## src/rtl/peripheral_bus.sv

```systemverilog
// peripheral_bus: memory-mapped timer, LED register and 4-digit seven-segment
// display on the CPU data port; optional SYSTICK via PERIPHERAL_SYSTICK_EN.
//
// Ports:
//   clk, reset     system clock, async active-high reset
//   addr, wdata    CPU data address and store data
//   rd, wr         load / store strobes
//   rdata          combinational read data (0 when not reading a mapped reg)
//   irq            timer interrupt request (IS & IE)
//   led            LED register
//   an, seg        active-low digit anodes and segments {dp,g,f,e,d,c,b,a}
module peripheral_bus #(
    parameter logic [15:0] SCAN_DIV = 16'd50000
) (
    input  logic        clk,
    input  logic        reset,
    input  logic [31:0] addr,
    input  logic [31:0] wdata,
    input  logic        rd,
    input  logic        wr,
    output logic [31:0] rdata,
    output logic        irq,
    output logic [7:0]  led,
    output logic [3:0]  an,
    output logic [7:0]  seg
);

    localparam logic [31:0] ADDR_TH   = 32'h4000_0000;
    localparam logic [31:0] ADDR_TL   = 32'h4000_0004;
    localparam logic [31:0] ADDR_TCON = 32'h4000_0008;
    localparam logic [31:0] ADDR_LED  = 32'h4000_000C;
    localparam logic [31:0] ADDR_DIGI = 32'h4000_0010;
`ifdef PERIPHERAL_SYSTICK_EN
    localparam logic [31:0] ADDR_TICK = 32'h4000_0014;
`endif

    logic [31:0] th;
    logic [31:0] tl;
    logic        en;
    logic        ie;
    logic        is;
    logic [7:0]  led_q;
    logic [15:0] digi;
    logic [15:0] scan_cnt;
    logic [1:0]  idx;
`ifdef PERIPHERAL_SYSTICK_EN
    logic [31:0] systick;
`endif

    logic we_th;
    logic we_tl;
    logic we_tcon;
    logic we_led;
    logic we_digi;

    assign we_th   = wr && (addr == ADDR_TH);
    assign we_tl   = wr && (addr == ADDR_TL);
    assign we_tcon = wr && (addr == ADDR_TCON);
    assign we_led  = wr && (addr == ADDR_LED);
    assign we_digi = wr && (addr == ADDR_DIGI);

    // A TCON write governs the edge that carries it, so clearing EN
    // suppresses that edge's increment and setting EN counts on it.
    logic run;
    logic ie_now;
    logic ovf;

    assign run    = we_tcon ? wdata[0] : en;
    assign ie_now = we_tcon ? wdata[1] : ie;
    assign ovf    = run && (tl == 32'hFFFF_FFFF);

    always_ff @(posedge clk or posedge reset) begin
        if (reset) begin
            th       <= '0;
            tl       <= '0;
            en       <= 1'b0;
            ie       <= 1'b0;
            is       <= 1'b0;
            led_q    <= '0;
            digi     <= '0;
            scan_cnt <= '0;
            idx      <= '0;
        end else begin
            if (we_th) th <= wdata;

            // CPU write to TL beats increment and reload.
            if (we_tl)
                tl <= wdata;
            else if (ovf)
                tl <= th;
            else if (run)
                tl <= tl + 32'd1;

            if (we_tcon) begin
                en <= wdata[0];
                ie <= wdata[1];
            end

            // Overflow set beats a software clear so no interrupt is lost.
            if (ovf && ie_now)
                is <= 1'b1;
            else if (we_tcon && !wdata[2])
                is <= 1'b0;

            if (we_led)  led_q <= wdata[7:0];
            if (we_digi) digi  <= wdata[15:0];

            if (scan_cnt == SCAN_DIV - 16'd1) begin
                scan_cnt <= '0;
                idx      <= idx + 2'd1;
            end else begin
                scan_cnt <= scan_cnt + 16'd1;
            end
        end
    end

`ifdef PERIPHERAL_SYSTICK_EN
    always_ff @(posedge clk or posedge reset) begin
        if (reset)
            systick <= '0;
        else
            systick <= systick + 32'd1;
    end
`endif

    always_comb begin
        rdata = '0;
        if (rd) begin
            case (addr)
                ADDR_TH:   rdata = th;
                ADDR_TL:   rdata = tl;
                ADDR_TCON: rdata = {29'd0, is, ie, en};
                ADDR_LED:  rdata = {24'd0, led_q};
                ADDR_DIGI: rdata = {16'd0, digi};
`ifdef PERIPHERAL_SYSTICK_EN
                ADDR_TICK: rdata = systick;
`endif
                default:   rdata = '0;
            endcase
        end
    end

    assign irq = is && ie;
    assign led = led_q;

    // Active-high glyphs {g,f,e,d,c,b,a}.
    function automatic logic [6:0] hexdecode(input logic [3:0] h);
        logic [6:0] g;
        case (h)
            4'h0:    g = 7'h3F;
            4'h1:    g = 7'h06;
            4'h2:    g = 7'h5B;
            4'h3:    g = 7'h4F;
            4'h4:    g = 7'h66;
            4'h5:    g = 7'h6D;
            4'h6:    g = 7'h7D;
            4'h7:    g = 7'h07;
            4'h8:    g = 7'h7F;
            4'h9:    g = 7'h6F;
            4'hA:    g = 7'h77;
            4'hB:    g = 7'h7C;
            4'hC:    g = 7'h39;
            4'hD:    g = 7'h5E;
            4'hE:    g = 7'h79;
            default: g = 7'h71;
        endcase
        return g;
    endfunction

    logic [3:0] nibble;

    always_comb begin
        nibble = digi[3:0];
        case (idx)
            2'd0:    nibble = digi[3:0];
            2'd1:    nibble = digi[7:4];
            2'd2:    nibble = digi[11:8];
            default: nibble = digi[15:12];
        endcase
    end

    assign an  = ~(4'b0001 << idx);
    assign seg = {1'b1, ~hexdecode(nibble)};

endmodule

```

## config.mk

```make
export PLATFORM = sky130hd
export DESIGN_NAME = peripheral_bus
export DESIGN_NICKNAME = d
export VERILOG_FILES = /design/src/rtl/peripheral_bus.sv
export SDC_FILE = /design/constraint.sdc
export NUM_CORES = 1
export LEC_CHECK = 0
export ABC_AREA = 1
export CAP_MARGIN = 25
export CELL_PAD_IN_SITES_DETAIL_PLACEMENT = 0
export CELL_PAD_IN_SITES_GLOBAL_PLACEMENT = 2
export CORE_MARGIN = 5
export CORE_UTILIZATION = 35
export CTS_CLUSTER_DIAMETER = 50
export DETAILED_ROUTE_END_ITERATION = 16
export DONT_BUFFER_PORTS = 1
export MAX_ROUTING_LAYER = met4
export PLACE_DENSITY_LB_ADDON = 0.1
export SLEW_MARGIN = 40
export SYNTH_ARGS = -nofsm -noshare
export SYNTH_HDL_FRONTEND = slang
export SYNTH_SLANG_ARGS = --single-unit
```

## constraint.sdc

```tcl
create_clock -name clk -period 4.5 [get_ports clk]
set_input_delay 0.9 -clock clk [delete_from_list [all_inputs] [get_ports clk]]
set_output_delay 0.9 -clock clk [all_outputs]
set_load 0.1 [all_outputs]
```

==> key figures <==
Clocking
  – Clock Tree Root: clkbuf_16
  – CTS tree: done
  – Max Root-Sink Buffers: 2
  – Setup repair bufs after CTS: 0
  – Resized cells post-CTS: 0
  – Worst skew pair latency: 0.36 ns
  – Post-CTS Hold Buffers: 0
  – Clock H-tree levels: 3
  – CTS Buf Count: 9
  – Clock transition at path regs: 0.08 ns
  – CTS Sinks: 109

Outcome
  – Status: finished, final reports clean

Cells and area
  – N_diodes: 0
  – Layout area overhead: 16.6%
  – Fin cells: 1,495
  – Most common cell after layout, fill and taps aside: nand2_1
  – Share of post-route cells with drive strength above 1: 12.0%
  – Layout net count: 1,291
  – Final core utilization: 41.4%
  – Most frequent cells in the layout: 292 x nand2_1, 225 x nor2_1, 181 x inv_1

Timing
  – Setup violators final: 0
  – Final-report max-slew violation count: 0
  – Relative slew margins: 45.2%
  – Final Hold Viols: 0
  – Maximum clock frequency: 258 MHz
  – Fin crit period: 3.88 ns
  – Setup TNS: 0 ns
  – Slew of the pin with the lowest slew margin: 0.822 ns
  – Final Cycle Share: 86.1%
  – Setup ws final: 0.623 ns
  – RSZ-0062 raised after global routing: no
  – Clock skew: 0.0119 ns

Synth
  – Post-synth EDFFs: 0
  – Part of the Yosys area used for sequential elements: 35.2%
  – Post-Syn Area: 7750 sq um
  – Syn avg cell area: 6.51 sq um
  – Ys async rst share: 100%
  – Netlist cell types: 40
  – Register bit total from synthesis: 109
  – Ys flop type: dfrtp_1
  – Synth Net Count: 1,272
  – Synth Warn #: 0
  – Syn Inst Count: 1,191

Power
  – Sequential share of power: 50.4%
  – Pleak: 4.63 nW
  – Pint: 0.00149 W
  – Sw Pwr: 0.000450 W
  – Sw Ratio: 23.2%
  – Clock network power share: 46.6%
  – Combinational share of power: 3.0%
  – Peak supply drop: 0.151 mV
  – Power, Total: 0.00194 W
  – Pwr dens: 215 nW/um^2

Detailed routing
  – Residual DRC: 0
  – DR vias/cell: 4.81
  – Detailed Routing Iterations Pass 1: 5
  – Wire length per cell: 16.0 microns
  – ANT nets after route: 0
  – Routed WL: 23.9 mm
  – Initial DRC Count: 392
  – Vias: 7,184

Setup path
  – Worst EP arrival: 2.98 ns
  – CP required: 3.60 ns
  – Worst Setup Start Kind: primary input
  – CP Max Fanout: 26
  – Critical path type: primary input to primary output
  – Setup crit end kind: primary output

Floorplan
  – Ports: 121
  – Starting density of the core: 35.5%
  – Die area: 25,200 sq um
  – Die X-Extent: 159 microns
  – Overall die height: 159 microns
  – # rows: 54
  – Core Area: 21,800 sq um

Global routing
  – Vias in the first global route: 7,151
  – GRT Total Usage: 19.4%
  – Total gr overflow: 0
  – Largest net degree at the start of global routing: 68
  – Initial antenna violation count: 0
  – First-pass GRT wire length: 38.9 mm

Placement
  – Port Buffers: 0
  – Pre-CTS worst setup slack: 0.643 ns
  – HPWL after DPL: 17.6 mm
  – GPL Wtd Cong: 0.837
  – Placed Cells: 1,479

Worst hold path
  – Min-delay worst type: register to register

Run
  – Max_cap viols: 0
## final timing paths
kind	startpoint	endpoint	slack [ns]	depth (start not counted)
max in group asynchronous	reset	tl[17]	3.29	2
worst max-delay path	addr[30]	rdata[28]	0.62	11
worst min-delay path	scan_cnt[0]	scan_cnt[0]	0.46	1
worst max register to register	tl[0]	tl[12]	1.92	11
min in group asynchronous	reset	th[18]	0.50	1
worst min register to register	scan_cnt[0]	scan_cnt[0]	0.46	1
## per-stage QoR
stage                     area [sq um]  hold slack, ns
after detailed placement          8710           0.458
after global placement            8680           0.456
final                             9040           0.465
after global routing              9040           0.487
after CTS                         9040           0.469
after floorplan                   7750           0.433
## area by class of cell
type,instances,area (sq um)
multi-input cells,854,4120
clock buffers,10,239
clock inverters,6,83.8
inverters,185,701
flip-flops and latches,109,2740
well taps,280,350
repair buffers,51,808
fillers,2369,12800
## worst max-delay path, cell delays in order
cell and delay [ns]:
inv_1 0.03, nor2_1 0.09, nand2_1 0.06, nor2_1 0.11, nand2_1 0.17, nor2_4 0.33, nand3_4 0.42, o22ai_1 0.40
inv_1 0.09, nor2_2 0.16, buf_12 0.19
## synthesized netlist by cell type, types with 17 or more instances
library cell,instances,share of area [%]
nand2_1,292,14
nor2_1,227,11
inv_1,182,8.8
dfrtp_1,109,35
nand3_1,85,5.5
o21ai_0,66,4.3
nor2_2,36,2.9
xor2_1,24,2.7
o22ai_1,19,1.5
nand4_1,18,1.5
nor3_1,18,1.2
clkbuf_1,17,0.82
## power by group through the flow
stage               registers [W]  clock network [W]  logic [W]
global route             0.000978           0.000964  0.0000685
finish                   0.000978           0.000906  0.0000582
global placement         0.000998                  0  0.0000607
CTS                      0.000978           0.000930  0.0000612
detailed placement       0.000998                  0  0.0000611
floorplan                0.000998                  0  0.0000431
## cell families (layout without fill, tap and decap cells)
group | Yosys count | after routing | share of synthesized area (%)
xor+xnor | 25 | 25 | 2.82
other cells | 1 | 1 | 0.0484
compound gates | 112 | 112 | 7.86
flops | 109 | 109 | 35.2
buf+inv | 228 | 252 | 12.3
fa+ha+maj | 13 | 13 | 2.10
simple gates | 703 | 703 | 39.7
## routing by layer
metal  wire, microns  track usage [%]  vias up
met2           10900             30.5      129
met1           11800             26.4     3323
li1                -                -     3712
met3             695             2.46       20
met4             510             5.59        0
met5               0                -        -
## state kept, by name, indices dropped and copies added (netlist names)
register,count
digi,16
led,8
tl,32
en,1
is,1
scan_cnt,16
th,32
ie,1
idx,2
(Power assumes the default switching activity.)
